**config.mk**
```make
export PLATFORM = sky130hd
export DESIGN_NAME = reset_sequencer_flat
export DESIGN_NICKNAME = d
export VERILOG_FILES = /design/src/rtl/reset_sequencer_if.sv /design/src/rtl/reset_sequencer.sv /design/src/flat_wrapper.sv
export SDC_FILE = /design/constraint.sdc
export NUM_CORES = 1
export LEC_CHECK = 0
export CORE_MARGIN = 3
export CORE_UTILIZATION = 55
export CTS_BUF_LIST = sky130_fd_sc_hd__clkbuf_4 sky130_fd_sc_hd__clkbuf_8
export CTS_CLUSTER_DIAMETER = 120
export DETAILED_ROUTE_END_ITERATION = 6
export PLACE_DENSITY = 0.76
export SYNTH_ARGS = -nofsm -noshare
export SYNTH_HDL_FRONTEND = slang
export SYNTH_SLANG_ARGS = --single-unit
```
**constraint.sdc**
```tcl
create_clock -name clk -period 2.4 [get_ports clk]
set_clock_uncertainty 0.05 [all_clocks]
set_input_delay 0.6 -clock clk [delete_from_list [all_inputs] [get_ports clk]]
set_output_delay 0.6 -clock clk [all_outputs]
set_load 0.02 [all_outputs]
```
**src/rtl/reset_sequencer_if.sv**
```systemverilog
// Sequencer <-> downstream-block bundle.
//   soft_req    : 1-clk request to drop all enables and re-run the sequence
//   stage_ack   : per-stage ready level from each block
//   en          : thermometer stage enables, en[0] first
//   all_run     : every stage enabled and acked
//   fault       : retries exhausted
//   fault_stage : stage index that caused the fault
//   retry_cnt   : retries used since last reset/soft_req
// master = sequencer side, slave = blocks / board side.
interface reset_sequencer_if #(
  parameter int STAGES    = 4,
  parameter int RETRY_MAX = 3
);
  localparam int FW = $clog2(STAGES) + 1;
  localparam int RW = $clog2(RETRY_MAX + 1) + 1;

  logic              soft_req;
  logic [STAGES-1:0] stage_ack;
  logic [STAGES-1:0] en;
  logic              all_run;
  logic              fault;
  logic [FW-1:0]     fault_stage;
  logic [RW-1:0]     retry_cnt;

  modport master (input soft_req, stage_ack,
                  output en, all_run, fault, fault_stage, retry_cnt);
  modport slave  (output soft_req, stage_ack,
                  input en, all_run, fault, fault_stage, retry_cnt);
endinterface

```
**src/rtl/reset_sequencer.sv**
```systemverilog
// Reset release sequencer: synchronises release of the board reset, then
// enables STAGES downstream blocks one at a time, waiting for each ready ack.
// Ack timeout or ack loss in RUN triggers a full restart; after RETRY_MAX
// restarts the sequencer parks in FAULT until rst or soft_req.
// Ports:
//   clk  : system clock
//   rst  : asynchronous active-low reset, clears everything immediately
//   bus  : reset_sequencer_if.master (soft_req, stage_ack in; en, all_run,
//          fault, fault_stage, retry_cnt out, all registered)
module reset_sequencer #(
  parameter int STAGES      = 4,
  parameter int SYNC_LEN    = 2,
  parameter int STAGE_DELAY = 62,
  parameter int ACK_TIMEOUT = 1024,
  parameter int RETRY_MAX   = 3
) (
  input logic               clk,
  input logic               rst,
  reset_sequencer_if.master bus
);
  localparam int FW   = $clog2(STAGES) + 1;
  localparam int RW   = $clog2(RETRY_MAX + 1) + 1;
  localparam int CMAX = (STAGE_DELAY > ACK_TIMEOUT) ? STAGE_DELAY : ACK_TIMEOUT;
  localparam int CW   = $clog2(CMAX) + 1;
  localparam logic [CW-1:0] DLY_LAST = CW'(STAGE_DELAY - 1);
  localparam logic [CW-1:0] ACK_LAST = CW'(ACK_TIMEOUT - 1);
  localparam logic [FW-1:0] K_LAST   = FW'(STAGES - 1);
  localparam logic [RW-1:0] R_MAX    = RW'(RETRY_MAX);

  typedef enum logic [2:0] {S_HOLD, S_DELAY, S_ACK, S_RUN, S_FAULT} state_t;

  state_t            state_q, state_d;
  logic [SYNC_LEN-1:0] sync_q;
  logic              rst_s;
  logic [CW-1:0]     cnt_q, cnt_d;
  logic [FW-1:0]     k_q, k_d;
  logic [STAGES-1:0] en_q, en_d;
  logic              run_q, run_d, fault_q, fault_d;
  logic [FW-1:0]     fstage_q, fstage_d;
  logic [RW-1:0]     retry_q, retry_d;
  logic [STAGES-1:0] k_onehot;
  logic              ack_k, lost, fail;
  logic [FW-1:0]     lost_j, fail_j;

  // Release synchroniser: async clear, ones shift in after rst rises.
  always_ff @(posedge clk or negedge rst) begin
    if (!rst) sync_q <= '0;
    else      sync_q <= {sync_q[SYNC_LEN-2:0], 1'b1};
  end
  assign rst_s = sync_q[SYNC_LEN-1];

  // Mask-based select avoids indexing with the wider stage counter.
  assign k_onehot = STAGES'(1) << k_q;
  assign ack_k    = |(bus.stage_ack & k_onehot);

  // Lowest dropped ack wins when several stages lose ready together.
  always_comb begin
    lost   = 1'b0;
    lost_j = '0;
    for (int j = STAGES - 1; j >= 0; j--) begin
      if (!bus.stage_ack[j]) begin
        lost   = 1'b1;
        lost_j = FW'(j);
      end
    end
  end

  always_comb begin
    state_d  = state_q;
    cnt_d    = cnt_q;
    k_d      = k_q;
    en_d     = en_q;
    run_d    = run_q;
    fault_d  = fault_q;
    fstage_d = fstage_q;
    retry_d  = retry_q;
    fail     = 1'b0;
    fail_j   = '0;
    if (bus.soft_req && state_q != S_HOLD) begin
      // soft_req outranks timeout, ack loss and ack on the same edge
      state_d = S_DELAY;
      cnt_d   = '0;
      k_d     = '0;
      en_d    = '0;
      run_d   = 1'b0;
      fault_d = 1'b0;
      retry_d = '0;
    end else begin
      case (state_q)
        S_HOLD: if (rst_s) begin
          state_d = S_DELAY;
          cnt_d   = '0;
          k_d     = '0;
        end
        S_DELAY: begin
          if (cnt_q == DLY_LAST) begin
            en_d    = en_q | k_onehot;
            state_d = S_ACK;
            cnt_d   = '0;
          end else begin
            cnt_d = cnt_q + 1'b1;
          end
        end
        S_ACK: begin
          if (ack_k) begin
            cnt_d = '0;
            if (k_q == K_LAST) begin
              state_d = S_RUN;
              run_d   = 1'b1;
            end else begin
              k_d     = k_q + 1'b1;
              state_d = S_DELAY;
            end
          end else if (cnt_q == ACK_LAST) begin
            fail   = 1'b1;
            fail_j = k_q;
          end else begin
            cnt_d = cnt_q + 1'b1;
          end
        end
        S_RUN: if (lost) begin
          fail   = 1'b1;
          fail_j = lost_j;
        end
        S_FAULT: ;
        default: state_d = S_HOLD;
      endcase
      // Timeout and ack loss share one restart path; all enables drop together.
      if (fail) begin
        en_d  = '0;
        run_d = 1'b0;
        cnt_d = '0;
        k_d   = '0;
        if (retry_q < R_MAX) begin
          retry_d = retry_q + 1'b1;
          state_d = S_DELAY;
        end else begin
          state_d  = S_FAULT;
          fault_d  = 1'b1;
          fstage_d = fail_j;
        end
      end
    end
  end

  always_ff @(posedge clk or negedge rst) begin
    if (!rst) begin
      state_q  <= S_HOLD;
      cnt_q    <= '0;
      k_q      <= '0;
      en_q     <= '0;
      run_q    <= 1'b0;
      fault_q  <= 1'b0;
      fstage_q <= '0;
      retry_q  <= '0;
    end else begin
      state_q  <= state_d;
      cnt_q    <= cnt_d;
      k_q      <= k_d;
      en_q     <= en_d;
      run_q    <= run_d;
      fault_q  <= fault_d;
      fstage_q <= fstage_d;
      retry_q  <= retry_d;
    end
  end

  assign bus.en          = en_q;
  assign bus.all_run     = run_q;
  assign bus.fault       = fault_q;
  assign bus.fault_stage = fstage_q;
  assign bus.retry_cnt   = retry_q;
endmodule

```
**src/flat_wrapper.sv**
```systemverilog
// flat-port wrapper written by rule: the top's interface ports become plain ports
module reset_sequencer_flat 
#(
  parameter int STAGES      = 4,
  parameter int SYNC_LEN    = 2,
  parameter int STAGE_DELAY = 62,
  parameter int ACK_TIMEOUT = 1024,
  parameter int RETRY_MAX   = 3
)
  (clk, rst, bus_soft_req, bus_stage_ack, bus_en, bus_all_run, bus_fault, bus_fault_stage, bus_retry_cnt);
  reset_sequencer_if #(.STAGES(STAGES), .RETRY_MAX(RETRY_MAX)) bus_i ();
  input logic clk;
  input logic rst;
  input wire logic [$bits(bus_i.soft_req)-1:0] bus_soft_req;
  input wire logic [$bits(bus_i.stage_ack)-1:0] bus_stage_ack;
  output wire logic [$bits(bus_i.en)-1:0] bus_en;
  output wire logic [$bits(bus_i.all_run)-1:0] bus_all_run;
  output wire logic [$bits(bus_i.fault)-1:0] bus_fault;
  output wire logic [$bits(bus_i.fault_stage)-1:0] bus_fault_stage;
  output wire logic [$bits(bus_i.retry_cnt)-1:0] bus_retry_cnt;
  assign bus_i.soft_req = bus_soft_req;
  assign bus_i.stage_ack = bus_stage_ack;
  assign bus_en = bus_i.en;
  assign bus_all_run = bus_i.all_run;
  assign bus_fault = bus_i.fault;
  assign bus_fault_stage = bus_i.fault_stage;
  assign bus_retry_cnt = bus_i.retry_cnt;
  reset_sequencer #(.STAGES(STAGES), .SYNC_LEN(SYNC_LEN), .STAGE_DELAY(STAGE_DELAY), .ACK_TIMEOUT(ACK_TIMEOUT), .RETRY_MAX(RETRY_MAX)) u_core (.clk(clk), .rst(rst), .bus(bus_i));
endmodule
```
==> results of run 1 <==
[cell usage in the layout, fill, tap and decap left out, types with 3 or more instances in the layout]
master / Yosys / routed
dfrtp_1: 31 / 31
nor2_1: 26 / 26
clkdlybuf4s50_1: 0 / 18
nand2_1: 16 / 16
a21oi_1: 12 / 12
buf_4: 0 / 12
nor3_1: 8 / 8
xnor2_1: 8 / 8
inv_1: 7 / 7
ha_1: 8 / 7
nand4_1: 5 / 5
nand3_1: 5 / 5
clkbuf_4: 0 / 5
mux2i_1: 4 / 4
nand3b_1: 3 / 3
a32o_1: 3 / 3
[through the flow]
step | cell area, um^2 | TNS (ns) | total power [mW]
floorplan | 1824 | 0 | 1.087
global placement | 2123 | -1.757 | 1.279
detailed placement | 2123 | -3.009 | 1.309
CTS | 2196 | 0 | 1.658
global route | 2207 | -0.004408 | 1.766
finish | 2207 | 0 | 1.660
[worst max path at each step]
stage | to | slack, ns | depth (start not counted)
3_5_place_dp | u_core.state_q[0] | -0.25 | 7
3_3_place_gp | u_core.state_q[0] | -0.15 | 7
2_1_floorplan | u_core.state_q[0] | 0.30 | 7
6_report | u_core.cnt_q[6] | 0.12 | 7
5_1_grt | u_core.cnt_q[3] | -0.003 | 8
4_1_cts | u_core.state_q[0] | 0.08 | 7
[power breakdown]
group	total [mW]	leakage (nW)	internal [mW]	switching [mW]
Combinational	0.679	0.474	0.298	0.381
Sequential	0.633	0.422	0.572	0.0612
Clock	0.348	0.0375	0.171	0.177
[worst max-delay path: cells and delay by family]
kind / cells / cell delay, ns
AOI/OAI and AO/OA: 4 / 1.08
buffers and inverters: 2 / 0.69
and+or+nand+nor: 1 / 0.10
[cell families after synthesis]
kind of cell	synth area share, %
xor gates and xnor gates	4.321
adders and majority gates	5.487
and+or+nand+nor	21.88
other	0.2056
buffers and inverters	2.881
DFF	42.52
AOI/OAI and AO/OA	18.45
muxes	4.252
[flip-flops by register name, summed over array words and instances (netlist names)]
name,cells
u_core.k_q,3
u_core.bus.fault,1
u_core.bus.en,4
u_core.cnt_q,11
u_core.sync_q,2
u_core.bus.retry_cnt,3
u_core.bus.all_run,1
u_core.state_q,3
u_core.bus.fault_stage,3
[timing repair]
item	4_1_cts	5_1_grt
hold buffers	0	0
setup buffers	0	0
gates resized for setup	0	3
endpoints found under the setup margin	0	1
endpoints found under the hold margin	0	0
[per-layer routing]
metal / vias to the layer above / routed length [um] / track usage, %
li1: 732 / - / -
met1: 720 / 1681 / 25.43
met2: 56 / 1998 / 37.42
met3: 12 / 283 / 6.774
met4: 0 / 87 / 9.164
met5: - / 0 / 0
[cell type report]
type,count,area share (%)
flip-flops and latches,31,35.15
multi-input cells,141,45.64
clock inverters,1,0.3401
inverters,7,1.190
well taps,44,2.494
repair buffers,30,12.24
clock buffers,7,2.948
==> metrics.yaml, run 1 <==
critical_path_arrival_ns: 2.46
synth_area_per_cell_um2: 9.969
netlist_top_cells_count: "31 x dfrtp_1, 26 x nor2_1, 16 x nand2_1"
hold-worst-slack_ns: 0.3187
fmax_mhz: 437.8
worstPathCellList: "clkdlybuf4s50_1 > a22oi_1 > buf_4 > o2111a_1 > a311o_1 > a31oi_4 > nor2_1"
dieHeight_um: 63.59
final_nets: 231
timing.final.crit_share_pct: 95.17
crit_required_ns: 2.58
fin_util_pct: 71.13
synthFlopType: "dfrtp_1"
r2r_setup_slack_ns: 0.12
dieArea_mm2: 0.004044
cts_sinks: 31
leakage_nw: 0.9338
overflow: 0
cts_made_buffers: 5
r2r-end: "u_core.state_q[1]"
n_fill_cell: 250
layout_setup_ws_ns: 0.1159
syn_area_mm2: 0.001824
max_stage_delay_ns: 0.52
synthCells: 183
tightest_slew_ns: 0.5853
firstDrtPassIters: 4
antenna-diode-count: 0
antenna_left: 0
crit_path_end_kind: "flop"
crit_type: "input pin to flop"
hold_start: "u_core.sync_q[0]"
async_reset_ff_share_pct: 100.0
rsz0062_at_grt: "yes"
holdCritPathClass: "flop to flop"
timing.rr.start: "u_core.k_q[0]"
io_pins: 19
whs_endpoint: "u_core.sync_q[1]"
setup_viol: 0
yosysWarnings: 0
drt_iter0_drc: 104
syn_to_final_growth_pct: 20.99
place_inst: 253
finalMaxSlewViolations: 0
status: "finished, final reports clean"
timing_hold_violations_final: 0
fp.coreArea_mm2: 0.003103
synthTopCellsByArea: "dfrtp_1 43%, ha_1 5.5%, nor2_1 5.3%, xnor2_1 3.8%, a21oi_1 3.3%"
initial_utilization_pct: 58.79
cts-root-buf: "clkbuf_4"
yosysTopAreaCell: "dfrtp_1"
synth_nets: 198
antenna_found_initial: 0
die_x_um: 63.59
first_global_vias: 1568
crit_slowest_cell: "clkdlybuf4s50_1"
vias: 1520
clk_latency_ns: 0.34
preCtsSetupSlack_ns: -0.2462
hold_depth: 0
r2r_cells: 9
drc: 0
ys_seq_elements: 31
drive_gt1_share_pct: 17.51
cts_tree: "built"
cp-startpoint: "bus_stage_ack[2]"
htreeDepth: 2
track_usage_pct: 21.98
place_hpwl_mm: 3.136
yosysTopAreaCellShare_pct: 42.52
grt_pass1_wl_mm: 6.934
yosys.cell_count.top_type: "dfrtp_1"
synth_edf_count: 0
multi_input_area_mm2: 0.001007
routed_via_density: 5.824
clk_pin_slew_ns: 0.10
critPathMaxFanout: 10
cellPowerDensity_mw_per_mm2: 752.0
wl_mm: 4.050
fp-row-count: 20
finalCriticalPeriod_ns: 2.284
grt_start_max_net_pins: 32
seq_area_um2: 775.7
portBuffers: 18
seq_area_frac_synth_pct: 42.52
stdcell_count: 261
avgRoutedWirePerCell_um: 15.52
gp_congestion: 0.9011
peakVddDrop_mv: 0.4805
max_slew_margin_pct: 60.75
start_kind: "input pin"
yosysUniqueCellTypes: 53
cap_violations: 0
clk_path_buf_depth: 2
No activity file was read; power rests on OpenSTA's default activity.
==> run 2, diff against run 1 <==
--- a/config.mk
+++ b/config.mk
@@ -5,6 +5,7 @@
 export SDC_FILE = /design/constraint.sdc
 export NUM_CORES = 1
 export LEC_CHECK = 0
+export CAP_MARGIN = 20
 export CORE_MARGIN = 3
 export CORE_UTILIZATION = 55
 export CTS_BUF_LIST = sky130_fd_sc_hd__clkbuf_4 sky130_fd_sc_hd__clkbuf_8
==> results of run 2 <==
No change in the layout: final DEF, timing and power equal those of run 1.
==> run 3, diff against run 2 <==
--- a/config.mk
+++ b/config.mk
@@ -12,6 +12,7 @@
 export CTS_CLUSTER_DIAMETER = 120
 export DETAILED_ROUTE_END_ITERATION = 6
 export PLACE_DENSITY = 0.76
+export SKIP_CTS_REPAIR_TIMING = 1
 export SYNTH_ARGS = -nofsm -noshare
 export SYNTH_HDL_FRONTEND = slang
 export SYNTH_SLANG_ARGS = --single-unit
==> results of run 3 <==
No change in the layout: final DEF, timing and power equal those of run 1.
==> RTL change 1, RTL diff (settings of run 2) <==
`SYNC_LEN` is set to 2 in 2 places; all go to 8.
--- a/src/rtl/reset_sequencer.sv
+++ b/src/rtl/reset_sequencer.sv
@@ -9,7 +9,7 @@
 //          fault, fault_stage, retry_cnt out, all registered)
 module reset_sequencer #(
   parameter int STAGES      = 4,
-  parameter int SYNC_LEN    = 2,
+  parameter int SYNC_LEN    = 8,
   parameter int STAGE_DELAY = 62,
   parameter int ACK_TIMEOUT = 1024,
   parameter int RETRY_MAX   = 3
--- a/src/flat_wrapper.sv
+++ b/src/flat_wrapper.sv
@@ -2,7 +2,7 @@
 module reset_sequencer_flat 
 #(
   parameter int STAGES      = 4,
-  parameter int SYNC_LEN    = 2,
+  parameter int SYNC_LEN    = 8,
   parameter int STAGE_DELAY = 62,
   parameter int ACK_TIMEOUT = 1024,
   parameter int RETRY_MAX   = 3
Behaviour: same outputs for any inputs over 10 cycles, from zero or initial values and one cycle with rst low; that may be too few to reach the edited logic, so the function may still have changed.
==> RTL change 1 against run 2 <==
- global-route usage increased by 0.92 points
- sequential share of layout area is 2.2 points higher
- setup slack got worse by 28 ps
- design area increased by 12%
- cell count rose by 8.4%
- sequential cell count rose by 6
- routed wire length up 12%
- fmax decreased by 1.2%
- power is 5.3% higher
- area after synthesis increased by 11%
- hold slack worse by 13 ps
- critical endpoint is now u_core.k_q[1]$_DFFE_PN0P_
- largest cell class unchanged
- largest power group is now sequential cells
==> RTL change 1: results (changes against run 2) <==
• share of cells above drive strength 1: 17.72%, +0.21 points
• critical-path cell with the highest stage delay: clkdlybuf4s50_1
• number of library cell types mapped by synthesis: 60, +13%
• via count of the first global-routing pass: 1,635, +4.3%
• Total GRT Usage: 22.90%, +0.92 points
• Mapped Nets: 213, +7.6%
• number of levels in the clock H-tree: 2, unchanged
• DP Worst Slack: -176.6 ps, +69.62 ps
• static power due to leakage: 1.116 nW, +19%
• number of DRC markers in iteration 0: 153, +47%
• delay contributed by the slowest stage of the critical path: 530 ps
• global-route wire length before repair: 7693 µm, +11%
• final-stage net count: 251, +8.7%
• antenna cells: 0, unchanged
• min-delay src: u_core.sync_q[5]$_DFF_PN0_
• top cells by count, synth: 37 x dfrtp_1, 18 x nor2_1, 13 x nand2_1, 12 x a21oi_1, 10 x o21ai_0
• startpoint of the most critical register-to-register path: u_core.cnt_q[0]$_DFFE_PN0P_
• buffers from clock root to sink, at most: 2, unchanged
• Clock Root Buffer: clkbuf_8
• via count of the routed design: 1,715, +13%
• outcome: completed
• clock latency at the later pin of the worst-skew pair: 290 ps, -50 ps
• CP Data Arrival Time: 2470 ps
• critical path fanouts, max: 5, -5
• clock-pin slew reported for the worst setup and hold paths after clock tree synthesis: 80 ps, -20 ps
• fraction of the yosys area taken by sequential cells: 45.91%, +3.4 points
• number of antenna violations at the first check in global routing: 0, unchanged
• number of buffer cells added on primary ports: 18, unchanged
• launch point of the critical path: bus_stage_ack[1]
• Reg with most FFs: u_core.cnt_q
• Routed WL: 4551 µm, +12%
• Worst VDD drop: 0.0005802 V, +21%
• gp weighted congestion: 0.9552, +6.0%
• main area contributors after synthesis: dfrtp_1 46%, ha_1 5.0%, nor2_1 3.3%
• maximum number of pins on one net before global-route repair: 38, +19%
• hpwl dp: 3278 µm, +4.5%
## RTL change 1: what timing repair did
action                                  4_1_cts  5_1_grt
hold buffers                                  0        0
endpoints found under the setup margin        0        5
gates resized for setup                       0        3
## RTL change 1: final timing paths
kind / cells after the start / to / slack [ps]
max: 7 / u_core.k_q[1]$_DFFE_PN0P_ / 90
min: 0 / u_core.sync_q[6]$_DFF_PN0_ / 310
max reg2reg: 6 / u_core.bus.retry_cnt[0]$_DFFE_PN0P_ / 150
min reg2reg: 0 / u_core.sync_q[6]$_DFF_PN0_ / 310
max in group asynchronous: 2 / u_core.k_q[0]$_DFFE_PN0P_ / 1280
min in group asynchronous: 2 / u_core.bus.en[2]$_DFFE_PN0P_ / 680
## RTL change 1: routing by layer
layer  part of all wire [%]  GRT usage (%)  wire (µm)
met5                      0              0          0
met4                    1.8          8.122         80
met3                    5.3          4.722        241
met2                     47          35.27       2145
met1                     46          31.82       2083
## RTL change 1: area by class of cell
class,count,area [µm²]
Clock buffer,5,68.82
Clock inverter,3,21.27
Fill cell,266,959.7
Inverter,9,33.78
Multi-Input combinational cell,145,1031
Sequential cell,37,927.1
Tap cell,46,57.56
Timing Repair Buffer,38,342.8
## RTL change 1: kinds of logic (layout without fill, tap and decap cells)
group | count (synthesis) | in the layout | share of synthesized area, %
adders and majority gates | 8 | 8 | 4.963
muxes | 4 | 4 | 2.171
xor gates and xnor gates | 6 | 6 | 2.605
and+or+nand+nor | 63 | 63 | 17.49
DFF | 37 | 37 | 45.91
AOI/OAI and AO/OA | 63 | 63 | 23.14
other | 1 | 1 | 0.1859
buffers and inverters | 16 | 55 | 3.536
## RTL change 1: where the power goes
part | switching, mW | leakage, nW | internal [mW] | total, mW
Sequential | 0.0817 | 0.483 | 0.678 | 0.759
Clock | 0.229 | 0.0445 | 0.206 | 0.435
Combinational | 0.293 | 0.589 | 0.260 | 0.553
## RTL change 1: worst reg2reg max path, stage by stage (launching register included)
cell and delay, ps:
dfrtp_1 420, ha_2 240, nand3_1 130, or4_4 570, o21ai_4 210, and2_1 190
mux2_1 320
## RTL change 1: through the flow
step	std cells	cell area, µm²	hold slack, ps
global placement	275	2380	289.0
finish	283	2482	305.4
detailed placement	275	2380	287.0
global route	283	2482	312.4
floorplan	198	2017	254.4
CTS	283	2470	306.7
==> RTL change 2, RTL diff (settings of run 2) <==
Without the edit above. The 5 states of `state_t` get a Gray code encoding in 3 bits.
--- a/src/rtl/reset_sequencer.sv
+++ b/src/rtl/reset_sequencer.sv
@@ -27,7 +27,7 @@
   localparam logic [FW-1:0] K_LAST   = FW'(STAGES - 1);
   localparam logic [RW-1:0] R_MAX    = RW'(RETRY_MAX);
 
-  typedef enum logic [2:0] {S_HOLD, S_DELAY, S_ACK, S_RUN, S_FAULT} state_t;
+  typedef enum logic [2:0] {S_HOLD = 3'b000, S_DELAY = 3'b001, S_ACK = 3'b011, S_RUN = 3'b010, S_FAULT = 3'b110} state_t;
 
   state_t            state_q, state_d;
   logic [SYNC_LEN-1:0] sync_q;
Behaviour: no difference found for any inputs over 10 cycles, from zero or initial values and one cycle with rst low; not proved beyond that.
==> RTL change 2 against run 2 <==
- sequential cell count unchanged
- routed wire length is 2.9% higher
- area after synthesis up 0.41%
- setup slack better by 16 ps
- largest cell class unchanged
- hold slack worse by 8.8 ps
- critical path depth is the same
- design area shrank 0.45%
Power is not compared: it rests on default switching activity, and its combinational part moved more than twofold at a synthesized area within 25%.
==> RTL change 2: results (changes against run 2) <==
• Post-DP Area: 2125 µm², about the same
• number of cells in the design after placement: 259, +2.4%
• number of DRC markers in iteration 0: 72, -31%
• clock-pin slew reported for the worst setup and hold paths after clock tree synthesis: 100 ps, about the same
• share of cells above drive strength 1: 16.14%, -1.4 points
• Clock Root Buffer: clkbuf_4
• static power due to leakage: 0.9770 nW
• final-stage net count: 237, +2.6%
• outcome: completed
• Non-Filler Instances: 267, +2.3%
• Worst VDD drop: 0.0004545 V
• Total GRT Usage: 22.66%, +0.68 points
• Ys Warns: 0, unchanged
• number of slew-limit violations in the final report: 0, unchanged
• number of library cell types mapped by synthesis: 56, +5.7%
• cells after synthesis: 190, +3.8%
• maximum number of pins on one net before global-route repair: 32, unchanged
• Avg Vias per Cell: 6.086, +4.5%
• Reg with most FFs: u_core.cnt_q
• TritonCTS Buffers: 5, unchanged
• critical path fanouts, max: 5, -5
• min-delay worst type: flip-flop to flip-flop
• Mapped Nets: 205, +3.5%
• max FFs per register: 11, unchanged
• main area contributors after synthesis: dfrtp_1 42%, ha_1 5.5%, a31oi_1 3.8%
• Fillers: 245, -2.0%
• most frequently used flop master after synthesis: dfrtp_1
• via count of the first global-routing pass: 1,560, -0.51%
• global-route wire length before repair: 7155 µm, +3.2%
• number of detailed-route iterations in the first pass: 4, unchanged
• fraction of the yosys area taken by sequential cells: 42.35%, -0.17 points
• type of the worst setup path: flip-flop to flip-flop
• clock latency at the later pin of the worst-skew pair: 340 ps, about the same
• number of levels in the clock H-tree: 2, unchanged
• Avg WL per Cell: 15.61 µm, +0.60%
• top cells by count, synth: 31 x dfrtp_1, 17 x nand2_1, 11 x a31oi_1, 10 x a21oi_1, 10 x inv_1
• hpwl dp: 3109 µm, -0.86%
• gp weighted congestion: 0.9533, +5.8%
• CP Data Arrival Time: 2450 ps
• buffers from clock root to sink, at most: 2, unchanged
## RTL change 2: cell types whose count changed after synthesis, sizes merged, moves of 5 or more
cell / run 2 / this run
nor2b: 1 / 6
a31oi: 2 / 11
xnor2: 8 / 0
nor2: 26 / 5
nor3: 8 / 3
## RTL change 2: cells by family after synthesis
group           synth area share [%]
simple gates                   24.93
buf+inv                        4.645
xor+xnor                      0.4782
other cells                   0.2047
fa+ha+maj                      5.465
flops                          42.35
mux                            1.912
compound gates                 20.01
## RTL change 2: area by class of cell
cell class	count	area (µm²)	area share (%)
repair buffers	32	285.3	12.98
well taps	44	55.05	2.506
inverters	10	37.54	1.708
multi-input cells	142	970.9	44.19
clock buffers	8	72.57	3.303
flip-flops and latches	31	775.7	35.31
## RTL change 2: final timing paths
kind,from,end,slack [ps],cells past startpoint
worst min-delay path,u_core.sync_q[0]$_DFF_PN0_,u_core.sync_q[1]$_DFF_PN0_,310,0
min in group asynchronous,rst,u_core.bus.en[0]$_DFFE_PN0P_,580,2
worst max-delay path,u_core.k_q[0]$_DFFE_PN0P_,u_core.bus.fault_stage[1]$_DFFE_PN0P_,130,7
worst max register to register,u_core.k_q[0]$_DFFE_PN0P_,u_core.bus.fault_stage[1]$_DFFE_PN0P_,130,7
worst min register to register,u_core.sync_q[0]$_DFF_PN0_,u_core.sync_q[1]$_DFF_PN0_,310,0
max in group asynchronous,rst,u_core.sync_q[0]$_DFF_PN0_,1430,2
## RTL change 2: metal layers
layer  global-route usage (%)  wire [µm]  share of wire [%]
met1                    29.21       1837                 44
met2                    36.64       2045                 49
met3                    5.526        220                5.3
met4                    8.625         63                1.5
met5                        0          0                  0
## RTL change 2: where the power goes
group          switching, mW  leakage, nW  internal [mW]  total [mW]
combinational         0.0708        0.521         0.0564       0.127
clock                  0.177       0.0420          0.183       0.361
sequential            0.0218        0.414          0.537       0.559
## RTL change 2: critical path, cell delays in order (launching register included)
cell     delay, ps
dfrtp_1        470
inv_1          100
ha_1           220
a22oi_1        290
o211a_4        230
a21oi_4         50
or3_1          420
mux2_4         320
## RTL change 2: metrics by stage
stage	total power [mW]	setup slack, ps
2_1_floorplan	0.6409	271.3
3_3_place_gp	0.6890	-86.64
3_5_place_dp	0.6958	-151.7
4_1_cts	1.056	132.1
5_1_grt	1.093	28.05
6_report	1.047	131.6
